## src/rtl/aes_stream_packer_pkg.sv

```systemverilog
// Shared types for the AES stream packer: FSM states, control/flag bundles and widths.
package aes_stream_packer_pkg;

  localparam int AES_BLOCK_W = 128;
  localparam int AES_WORD_W  = 32;

  typedef enum logic [2:0] {
    IDLE,
    FILL,
    CORE_REQ,
    CORE_WAIT,
    DRAIN
  } packer_state_t;

  typedef struct packed {
    logic clear;
    logic start;
  } ctrl_packer_t;

  typedef struct packed {
    logic       busy;
    logic       done;
    logic [1:0] word_cnt;
  } flags_packer_t;

endpackage

```

## src/rtl/aes_stream_packer_if.sv

```systemverilog
// Control, plaintext, cipher-core and ciphertext handshakes of the stream packer.
interface aes_stream_packer_if #(
  parameter int WORD_W  = 32,
  parameter int N_WORDS = 4
);
  localparam int BLOCK_W = WORD_W * N_WORDS;

  logic               clear;
  logic               start;
  logic [WORD_W-1:0]  pt_data_i;
  logic               pt_valid_i;
  logic               pt_ready_o;
  logic [BLOCK_W-1:0] blk_data_o;
  logic               blk_valid_o;
  logic               blk_ready_i;
  logic [BLOCK_W-1:0] res_data_i;
  logic               res_valid_i;
  logic               res_ready_o;
  logic [WORD_W-1:0]  ct_data_o;
  logic               ct_valid_o;
  logic               ct_ready_i;
  logic               busy_o;
  logic               done_o;
  logic [1:0]         word_cnt_o;

  modport master (
    input  clear, start, pt_data_i, pt_valid_i, blk_ready_i, res_data_i, res_valid_i, ct_ready_i,
    output pt_ready_o, blk_data_o, blk_valid_o, res_ready_o, ct_data_o, ct_valid_o,
           busy_o, done_o, word_cnt_o
  );

  modport slave (
    output clear, start, pt_data_i, pt_valid_i, blk_ready_i, res_data_i, res_valid_i, ct_ready_i,
    input  pt_ready_o, blk_data_o, blk_valid_o, res_ready_o, ct_data_o, ct_valid_o,
           busy_o, done_o, word_cnt_o
  );
endinterface

```

## src/rtl/aes_word_swap.sv

```systemverilog
// Byte-order reversal of one stream word; a plain pass-through when EN is 0.
module aes_word_swap #(
  parameter int WORD_W = 32,
  parameter bit EN     = 1'b0
) (
  input  logic [WORD_W-1:0] word,
  output logic [WORD_W-1:0] swapped
);
  generate
    if (EN) begin : g_swap
      for (genvar b = 0; b < WORD_W / 8; b++) begin : g_byte
        assign swapped[8*b +: 8] = word[WORD_W-8-8*b +: 8];
      end
    end else begin : g_pass
      assign swapped = word;
    end
  endgenerate
endmodule

```

## src/rtl/aes_stream_packer.sv

```systemverilog
// Packs plaintext words into an AES block for the cipher core and serialises the
// core result back onto the ciphertext stream, one block per start pulse.
module aes_stream_packer
  import aes_stream_packer_pkg::*;
#(
  parameter int WORD_W    = AES_WORD_W,
  parameter int N_WORDS   = AES_BLOCK_W / AES_WORD_W,
  parameter bit BYTE_SWAP = 1'b0
) (
  input logic                 clk,
  input logic                 reset,
  aes_stream_packer_if.master bus
);

  packer_state_t                  state, state_n;
  logic [1:0]                     cnt, cnt_n, idx;
  logic [N_WORDS-1:0][WORD_W-1:0] blk_reg, out_reg;
  logic [WORD_W-1:0]              pt_word, ct_word;
  logic                           pt_fire, res_fire, ct_fire, last;
  ctrl_packer_t                   ctrl;
  flags_packer_t                  flags;

  assign ctrl     = '{clear: bus.clear, start: bus.start};
  // Word 0 is the most significant word of the block, so the slot index counts down.
  assign idx      = 2'(N_WORDS - 1) - cnt;
  assign last     = (cnt == 2'(N_WORDS - 1));
  assign pt_fire  = (state == FILL) && bus.pt_valid_i;
  assign res_fire = (state == CORE_WAIT) && bus.res_valid_i;
  assign ct_fire  = (state == DRAIN) && bus.ct_ready_i;

  aes_word_swap #(.WORD_W(WORD_W), .EN(BYTE_SWAP)) u_swap_in (
    .word    (bus.pt_data_i),
    .swapped (pt_word)
  );

  aes_word_swap #(.WORD_W(WORD_W), .EN(BYTE_SWAP)) u_swap_out (
    .word    (out_reg[idx]),
    .swapped (ct_word)
  );

  always_comb begin
    state_n = state;
    cnt_n   = cnt;
    unique case (state)
      IDLE: begin
        if (ctrl.start) begin
          state_n = FILL;
          cnt_n   = '0;
        end
      end
      FILL: begin
        if (pt_fire) begin
          cnt_n = last ? 2'd0 : cnt + 2'd1;
          if (last) state_n = CORE_REQ;
        end
      end
      CORE_REQ: begin
        if (bus.blk_ready_i) state_n = CORE_WAIT;
      end
      CORE_WAIT: begin
        if (bus.res_valid_i) begin
          state_n = DRAIN;
          cnt_n   = '0;
        end
      end
      DRAIN: begin
        if (ct_fire) begin
          cnt_n = last ? 2'd0 : cnt + 2'd1;
          if (last) state_n = IDLE;
        end
      end
      default: begin
        state_n = IDLE;
        cnt_n   = '0;
      end
    endcase
  end

  // clear behaves like reset and overrides any handshake in the same cycle.
  always_ff @(posedge clk or posedge reset) begin
    if (reset) begin
      state <= IDLE;
      cnt   <= '0;
    end else if (ctrl.clear) begin
      state <= IDLE;
      cnt   <= '0;
    end else begin
      state <= state_n;
      cnt   <= cnt_n;
    end
  end

  always_ff @(posedge clk or posedge reset) begin
    if (reset) begin
      blk_reg <= '0;
      out_reg <= '0;
    end else if (ctrl.clear) begin
      blk_reg <= '0;
      out_reg <= '0;
    end else begin
      if (pt_fire)  blk_reg[idx] <= pt_word;
      if (res_fire) out_reg      <= bus.res_data_i;
    end
  end

  assign flags = '{busy:     (state != IDLE),
                   done:     ct_fire && last && !ctrl.clear,
                   word_cnt: cnt};

  assign bus.pt_ready_o  = (state == FILL);
  assign bus.blk_valid_o = (state == CORE_REQ);
  assign bus.res_ready_o = (state == CORE_WAIT);
  assign bus.ct_valid_o  = (state == DRAIN);
  assign bus.blk_data_o  = blk_reg;
  assign bus.ct_data_o   = ct_word;
  assign bus.busy_o      = flags.busy;
  assign bus.done_o      = flags.done;
  assign bus.word_cnt_o  = flags.word_cnt;

endmodule

```

## src/flat_wrapper.sv

```systemverilog
// flat-port wrapper written by rule: the top's interface ports become plain ports
module aes_stream_packer_flat import aes_stream_packer_pkg::*;
#(
  parameter int WORD_W    = AES_WORD_W,
  parameter int N_WORDS   = AES_BLOCK_W / AES_WORD_W,
  parameter bit BYTE_SWAP = 1'b0
)
  (clk, reset, bus_clear, bus_start, bus_pt_data_i, bus_pt_valid_i, bus_blk_ready_i, bus_res_data_i, bus_res_valid_i, bus_ct_ready_i, bus_pt_ready_o, bus_blk_data_o, bus_blk_valid_o, bus_res_ready_o, bus_ct_data_o, bus_ct_valid_o, bus_busy_o, bus_done_o, bus_word_cnt_o);
  aes_stream_packer_if #(.WORD_W(WORD_W), .N_WORDS(N_WORDS)) bus_i ();
  input logic clk;
  input logic reset;
  input wire logic [$bits(bus_i.clear)-1:0] bus_clear;
  input wire logic [$bits(bus_i.start)-1:0] bus_start;
  input wire logic [$bits(bus_i.pt_data_i)-1:0] bus_pt_data_i;
  input wire logic [$bits(bus_i.pt_valid_i)-1:0] bus_pt_valid_i;
  input wire logic [$bits(bus_i.blk_ready_i)-1:0] bus_blk_ready_i;
  input wire logic [$bits(bus_i.res_data_i)-1:0] bus_res_data_i;
  input wire logic [$bits(bus_i.res_valid_i)-1:0] bus_res_valid_i;
  input wire logic [$bits(bus_i.ct_ready_i)-1:0] bus_ct_ready_i;
  output wire logic [$bits(bus_i.pt_ready_o)-1:0] bus_pt_ready_o;
  output wire logic [$bits(bus_i.blk_data_o)-1:0] bus_blk_data_o;
  output wire logic [$bits(bus_i.blk_valid_o)-1:0] bus_blk_valid_o;
  output wire logic [$bits(bus_i.res_ready_o)-1:0] bus_res_ready_o;
  output wire logic [$bits(bus_i.ct_data_o)-1:0] bus_ct_data_o;
  output wire logic [$bits(bus_i.ct_valid_o)-1:0] bus_ct_valid_o;
  output wire logic [$bits(bus_i.busy_o)-1:0] bus_busy_o;
  output wire logic [$bits(bus_i.done_o)-1:0] bus_done_o;
  output wire logic [$bits(bus_i.word_cnt_o)-1:0] bus_word_cnt_o;
  assign bus_i.clear = bus_clear;
  assign bus_i.start = bus_start;
  assign bus_i.pt_data_i = bus_pt_data_i;
  assign bus_i.pt_valid_i = bus_pt_valid_i;
  assign bus_i.blk_ready_i = bus_blk_ready_i;
  assign bus_i.res_data_i = bus_res_data_i;
  assign bus_i.res_valid_i = bus_res_valid_i;
  assign bus_i.ct_ready_i = bus_ct_ready_i;
  assign bus_pt_ready_o = bus_i.pt_ready_o;
  assign bus_blk_data_o = bus_i.blk_data_o;
  assign bus_blk_valid_o = bus_i.blk_valid_o;
  assign bus_res_ready_o = bus_i.res_ready_o;
  assign bus_ct_data_o = bus_i.ct_data_o;
  assign bus_ct_valid_o = bus_i.ct_valid_o;
  assign bus_busy_o = bus_i.busy_o;
  assign bus_done_o = bus_i.done_o;
  assign bus_word_cnt_o = bus_i.word_cnt_o;
  aes_stream_packer #(.WORD_W(WORD_W), .N_WORDS(N_WORDS), .BYTE_SWAP(BYTE_SWAP)) u_core (.clk(clk), .reset(reset), .bus(bus_i));
endmodule
```

## config.mk

```make
export PLATFORM = sky130hd
export DESIGN_NAME = aes_stream_packer_flat
export DESIGN_NICKNAME = d
export VERILOG_FILES = /design/src/rtl/aes_stream_packer_pkg.sv /design/src/rtl/aes_stream_packer_if.sv /design/src/rtl/aes_word_swap.sv /design/src/rtl/aes_stream_packer.sv /design/src/flat_wrapper.sv
export SDC_FILE = /design/constraint.sdc
export NUM_CORES = 1
export LEC_CHECK = 0
export ABC_AREA = 1
export ABC_CLOCK_PERIOD_IN_PS = 6480
export BUFFER_PORTS_ARGS = -buffer_cell sky130_fd_sc_hd__buf_2
export CORE_MARGIN = 2
export CORE_UTILIZATION = 35
export DETAILED_ROUTE_END_ITERATION = 8
export SLEW_MARGIN = 20
export SYNTH_ARGS = -nofsm -noshare
export SYNTH_HDL_FRONTEND = slang
export SYNTH_SLANG_ARGS = --single-unit
export TNS_END_PERCENT = 10
```

## constraint.sdc

```tcl
create_clock -name clk -period 6.48 [get_ports clk]
set_input_delay 0 -clock clk [delete_from_list [all_inputs] [get_ports clk]]
set_output_delay 0 -clock clk [all_outputs]
set_load 0.01 [all_outputs]
```

==> results of run 1 <==
cells by family after synthesis:
kind of cell	count (synthesis)	share of synthesized area, %
adder cells (fa/ha/maj)	4	0.4418
AND/OR/NAND/NOR	350	14.90
buffers and inverters	278	9.917
AO/OA/AOI/OAI	387	17.10
flip-flops	261	57.65
routing by layer:
metal / global-route usage (%) / vias to the layer above / part of all wire (%)
li1: - / 5160 / -
met1: 28.63 / 5213 / 44
met2: 32.72 / 462 / 45
met3: 4.873 / 57 / 8.4
met4: 5.632 / 0 / 2.1
met5: 0 / - / 0
layout make-up:
class / instances / area, um2 / area share [%]
inverter: 173 / 661.9 / 4.206
clock inverter: 6 / 32.53 / 0.2067
clock buffer: 40 / 837.1 / 5.319
timing repair buffer: 515 / 3473 / 22.07
tap: 402 / 503.0 / 3.196
antenna: 2 / 5.005 / 0.03180
sequential: 261 / 6531 / 41.50
multi-input combinational: 741 / 3692 / 23.46
metrics by stage:
step | hold WS, ns | std cells
2_1_floorplan | 0.09659 | 1280
3_3_place_gp | 0.2368 | 1926
3_5_place_dp | 0.2417 | 1926
4_1_cts | 0.03991 | 2137
5_1_grt | 0.09008 | 2139
6_report | 0.05984 | 2140
worst register-to-register path: stages, from the launching register on:
cell     delay (ns)
dfrtp_1        0.53
nor3_4         0.23
buf_4          0.47
or2_4          0.38
buf_4          0.76
o21ai_0        0.27
power by group:
group          switching [mW]  leakage (nW)  total, mW  internal (mW)
combinational           0.557          3.62      0.841          0.284
sequential             0.0618          3.63       1.78           1.72
clock                   0.648         0.432       1.53          0.887
total                    1.27          7.68       4.16           2.89
cells in the mapped netlist, types with 4 or more instances:
master      n  share of area (%)
o21ai_0   281                 12
nand3_1   266                 12
dfrtp_1   261                 58
inv_1     172                5.7
a21oi_1    95                4.2
nand2_1    61                2.0
clkbuf_1   59                2.0
buf_2      18               0.80
buf_1      13               0.43
nor2_1     13               0.43
o21ai_1    11               0.49
clkbuf_2    7               0.31
buf_6       5               0.50
ha_1        4               0.44
cell usage in the layout, fill, tap and decap left out, types with 2 or more instances in the layout:
cell / netlist / routed
buf_2: 18 / 335
o21ai_0: 281 / 281
nand3_1: 266 / 264
dfrtp_1: 261 / 261
inv_1: 172 / 169
dlygate4sd3_1: 0 / 165
a21oi_1: 95 / 95
nand2_1: 61 / 59
clkbuf_16: 0 / 29
nor2_1: 13 / 13
buf_4: 3 / 13
o21ai_1: 11 / 11
clkbuf_8: 0 / 7
clkinv_2: 0 / 6
nand2_2: 2 / 4
ha_1: 4 / 4
clkbuf_1: 59 / 4
nor3_1: 3 / 3
diode_2: 0 / 2
nor2_4: 2 / 2
nand3_2: 0 / 2
clkinvlp_4: 0 / 2
worst max path at each step:
stage                             start                         end  slack, ns  cells past startpoint
3_3_place_gp   u_core.bus.word_cnt_o[1]  u_core.bus.blk_data_o[105]       3.68                      5
6_report       u_core.bus.word_cnt_o[0]           bus_ct_data_o[13]       3.43                      7
3_5_place_dp            u_core.state[2]          u_core.out_reg[20]       3.69                      5
5_1_grt        u_core.bus.word_cnt_o[0]           bus_ct_data_o[13]       3.16                      7
2_1_floorplan                     reset    u_core.bus.blk_data_o[0]       3.04                      1
4_1_cts        u_core.bus.word_cnt_o[0]           bus_ct_data_o[13]       3.41                      7
==> impl_metrics.csv, run 1 <==
group,metric,value,unit
setup_path,timing.rr.end,"u_core.out_reg[86]",
cts,cts-root-buf,"clkbuf_16",
setup_path,cp.buffers_inverters,4,
cts,clk_latency,0.54,ns
routing,vias_per_cell,5.090,
yosys,synth-edff-count,0,
worst_hold_path,hold_start,"bus_res_valid_i",
placed_design,gp_congestion,0.8175,
yosys,syn_nets,1452,
setup_path,crit_type,"register to output pin",
floorplan,fp.dieArea,33820,um2
routing,drtPass1Iterations,5,
global_route,track_usage,20.74,%
job,maxCapViolCount,0,
cts,numClockSinks,261,
timing,layout_setup_ws,3.425,ns
worst_hold_path,whs_endpoint,"u_core.bus.word_cnt_o[1]",
placed_design,placed_area,13180,um2
timing,slew_violations,0,
routing,finalWirelength,36310,um
timing,tightest_slew,0.9642,ns
placed_design,hpwl,22000,um
setup_path,reg2regPathDepth,5,
yosys,yosysWarningCount,0,
cts,cts_buffers,29,
floorplan,io_pins,336,
setup_path,end_kind,"output pin",
routing,ant_nets,0,
cts,postCtsSetupBuffers,0,
timing,clock.fmax,0.3274,GHz
routing,vias,10890,
layout,drive_above_1_share,23.39,%
yosys,synth_area,11330,um2
global_route,grt_first_pass_wirelength,56620,um
yosys,ys_ff_latch,261,
setup_path,crit_chain,"buf_4, clkinv_2, buf_4, o21ai_0, a21oi_1, a21oi_1, buf_2",
yosys,async_reset_ff_share,100.0,%
yosys,seq_area_frac_synth,57.65,%
timing,post-route-min-period,3.055,ns
layout,fin_util,49.61,%
cts,clockBufferDepth,3,
yosys,synth_cell_type_count,22,
worst_hold_path,min_path_cells,7,
setup_path,worstSetupStartpointType,"register",
global_route,grt_pass1_vias,10400,
floorplan,dieHeight,183.9,um
routing,drc,0,
timing,clock_skew,0.01223,ns
timing,report.final.hold_viol_count,0,
yosys,synthCells,1280,
routing,dr.first_iter.drc_count,766,
floorplan,die_w,183.9,um
timing,slew-limit-headroom,35.72,%
setup_path,cp.required,6.48,ns
cts,clk_pin_slew,0.06,ns
floorplan,initial_utilization,35.72,%
setup_path,regToRegSetupSlack,3.67,ns
placed_design,numPortBuffers,335,
power_and_ir_drop,ir_drop,0.0001802,V
power_and_ir_drop,finalPower,4.157,mW
setup_path,critPathMaxStageDelay,0.43,ns
layout,fillers,2960,
yosys,synth_flop_cell,"dfrtp_1",
setup_path,worstReg2RegStart,"u_core.state[2]",
yosys,avgSynthCellArea,8.851,um2
global_route,antenna_found_initial,1,
power_and_ir_drop,power_per_cell_area,264.2,nW/um2
layout,syn2layout_area_growth,38.90,%
floorplan,rows,65,
cts,cts_resized,0,
setup_path,cp_slowest_cell,"buf_4",
layout,finalNetCount,1893,
cts,htreeDepth,1,
global_route,grt_max_degree,188,
routing,wire_per_inst,16.97,um
floorplan,core_area,31720,um2
cts,cts_tree,"yes",
layout,final_cell_area,15740,um2
timing,rsz0062_at_grt,"no",
timing,setup_viol,0,
timing,fin_tns_setup,0,ns
cts,cts_hold_buf,165,
power_and_ir_drop,leakagePower,7.683,nW
timing,post-route-period-util,47.14,%
setup_path,path_max_fanout,90,
placed_design,dp_slack,3.688,ns
setup_path,crit_family,"buffers and inverters",
status,status,"complete, no violations",
global_route,grt_overflow_total,0,
worst_hold_path,hold_path.class,"input pin to register",
setup_path,arrival,3.05,ns
Power figures use the tool's default switching activity.
==> run 2, diff against run 1 <==
--- a/config.mk
+++ b/config.mk
@@ -6,7 +6,7 @@
 export NUM_CORES = 1
 export LEC_CHECK = 0
 export ABC_AREA = 1
-export ABC_CLOCK_PERIOD_IN_PS = 6480
+export ABC_CLOCK_PERIOD_IN_PS = 3000
 export BUFFER_PORTS_ARGS = -buffer_cell sky130_fd_sc_hd__buf_2
 export CORE_MARGIN = 2
 export CORE_UTILIZATION = 35
==> constraint.sdc (replaced) <==
create_clock -name clk -period 3 [get_ports clk]
set_input_delay 0 -clock clk [delete_from_list [all_inputs] [get_ports clk]]
set_output_delay 0 -clock clk [all_outputs]
set_load 0.01 [all_outputs]
==> impl_metrics.csv, run 2 (same netlist as run 1, synthesis figures left out) <==
group,metric,value,unit
setup_path,timing.rr.end,"u_core.out_reg[55]",
power_and_ir_drop,share_seq_of_total_power,40.9,%
layout,finalNetCount,1903,
floorplan,rows,65,
routing,wire_per_inst,16.94,um
floorplan,initial_utilization,35.72,%
timing,rsz0062_at_grt,"no",
routing,finalWirelength,36500,um
timing,post-route-period-util,80.52,%
layout,seq_area,6531,um2
layout,fillers,2934,
setup_path,arrival,2.42,ns
cts,clockBufferDepth,3,
routing,dr.first_iter.drc_count,702,
layout,drive_above_1_share,23.79,%
power_and_ir_drop,ir_drop,0.0005357,V
worst_hold_path,hold_path.class,"input pin to register",
cts,cts_tree,"yes",
global_route,track_usage,21.18,%
power_and_ir_drop,switching_share,29.50,%
placed_design,dp.cells,1938,
timing,tightest_slew,0.9527,ns
layout,mostFrequentLayoutCells,"335 x buf_2, 281 x o21ai_0, 266 x nand3_1",
floorplan,fp.dieArea,33820,um2
layout,multi_input_area,3677,um2
layout,num_antenna_cells,0,
placed_design,dp_slack,1.056,ns
cts,numClockSinks,261,
layout,finalNonFillerCells,2155,
timing,setup_viol,0,
timing,layout_setup_ws,0.5845,ns
power_and_ir_drop,p_int,6.618,mW
global_route,grt_first_pass_wirelength,58240,um
floorplan,dieHeight,183.9,um
setup_path,worstReg2RegStart,"u_core.state[2]",
power_and_ir_drop,power_per_cell_area,588.3,nW/um2
cts,clk_pin_slew,0.06,ns
cts,htreeDepth,1,
setup_path,regToRegSetupSlack,1.03,ns
floorplan,io_pins,336,
routing,drc,0,
timing,clock.fmax,0.4140,GHz
cts,cts-root-buf,"clkbuf_16",
timing,report.final.hold_viol_count,0,
cts,cts_hold_buf,165,
timing,slew-limit-headroom,36.35,%
layout,syn2layout_area_growth,40.83,%
worst_hold_path,whs_endpoint,"u_core.bus.word_cnt_o[1]",
status,status,"complete, no violations",
cts,cts_resized,0,
setup_path,cp.required,3.00,ns
global_route,antenna_found_initial,0,
cts,cts_buffers,28,
cts,postCtsSetupBuffers,0,
job,maxCapViolCount,0,
floorplan,core_area,31720,um2
global_route,grt_overflow_total,0,
timing,clock_skew,0.01834,ns
setup_path,reg2regPathDepth,4,
setup_path,path_max_fanout,64,
placed_design,hpwl,22590,um
setup_path,worstSetupStartpointType,"register",
placed_design,numPortBuffers,335,
power_and_ir_drop,p_comb_share,19.8,%
routing,vias_per_cell,5.098,
layout,final_common_cell,"buf_2",
placed_design,gp_congestion,0.7996,
worst_hold_path,min_path_cells,7,
setup_path,end_kind,"output pin",
global_route,grt_pass1_vias,10930,
power_and_ir_drop,p_sw,2.769,mW
power_and_ir_drop,power_frac_clock,39.2,%
power_and_ir_drop,leakagePower,7.795,nW
layout,fin_util,50.30,%
routing,vias,10990,
timing,post-route-min-period,2.415,ns
cts,clk_latency,0.54,ns
routing,drtPass1Iterations,5,
routing,ant_nets,0,
worst_hold_path,hold_start,"bus_ct_ready_i",
global_route,grt_max_degree,131,
timing,slew_violations,0,
setup_path,crit_type,"register to output pin",
floorplan,die_w,183.9,um
[run 2: cell types whose count changed in the layout (fill, tap and decap cells not counted), sizes merged]
cell / change
clkinv: +1
buf: +11
diode: -2
clkbuf: +1
bufinv: +4
[run 2: layer usage]
layer  vias up  GRT usage [%]  share of wire (%)
met5         -              0                  0
met4         0          5.376                2.2
met3        47          4.457                8.6
met2       486          34.67                 45
met1      5268          28.67                 44
li1       5186              -                  -
[run 2: through the flow]
step | power [mW] | hold WS [ns] | instance area [um2] | TNS, ns
final | 9.387 | 0.07477 | 15960 | 0
after global routing | 9.829 | 0.1411 | 15960 | 0
after CTS | 9.466 | 0.04004 | 15960 | 0
after detailed placement | 5.602 | 0.2421 | 13310 | 0
after global placement | 5.579 | 0.2351 | 13310 | 0
after floorplan | 4.915 | 0.09659 | 11330 | -115.25
[run 2: critical path: stages, from the launching register on]
cell and delay [ns]:
dfrtp_1 0.46, inv_2 0.11, buf_4 0.56, o21ai_0 0.19
a21oi_1 0.26, a21oi_1 0.10, buf_2 0.16
[run 2: how the worst max path moves through the flow]
stage / endpoint / start / slack [ns]
floorplan: u_core.bus.blk_data_o[0] / reset / -0.44
global placement: u_core.bus.blk_data_o[39] / u_core.bus.word_cnt_o[0] / 1.13
detailed placement: u_core.out_reg[127] / u_core.state[2] / 1.06
CTS: bus_ct_data_o[25] / u_core.bus.word_cnt_o[1] / 0.56
global route: bus_ct_data_o[19] / u_core.bus.word_cnt_o[0] / 0.40
finish: bus_ct_data_o[25] / u_core.bus.word_cnt_o[1] / 0.58
[run 2: power by group through the flow]
stage | Sequential, mW | Clock [mW] | Combinational (mW)
detailed placement | 3.90 | 0 | 1.70
global placement | 3.89 | 0 | 1.69
global route | 3.86 | 3.90 | 2.07
floorplan | 3.91 | 0 | 1.01
finish | 3.84 | 3.68 | 1.86
CTS | 3.84 | 3.76 | 1.87
[run 2: area by class of cell]
type / count / area share, %
timing repair buffer: 526 / 22.47
sequential: 261 / 40.93
clock inverter: 11 / 1.035
clock buffer: 41 / 5.207
tap: 402 / 3.152
inverter: 173 / 4.148
multi-input combinational: 741 / 23.05
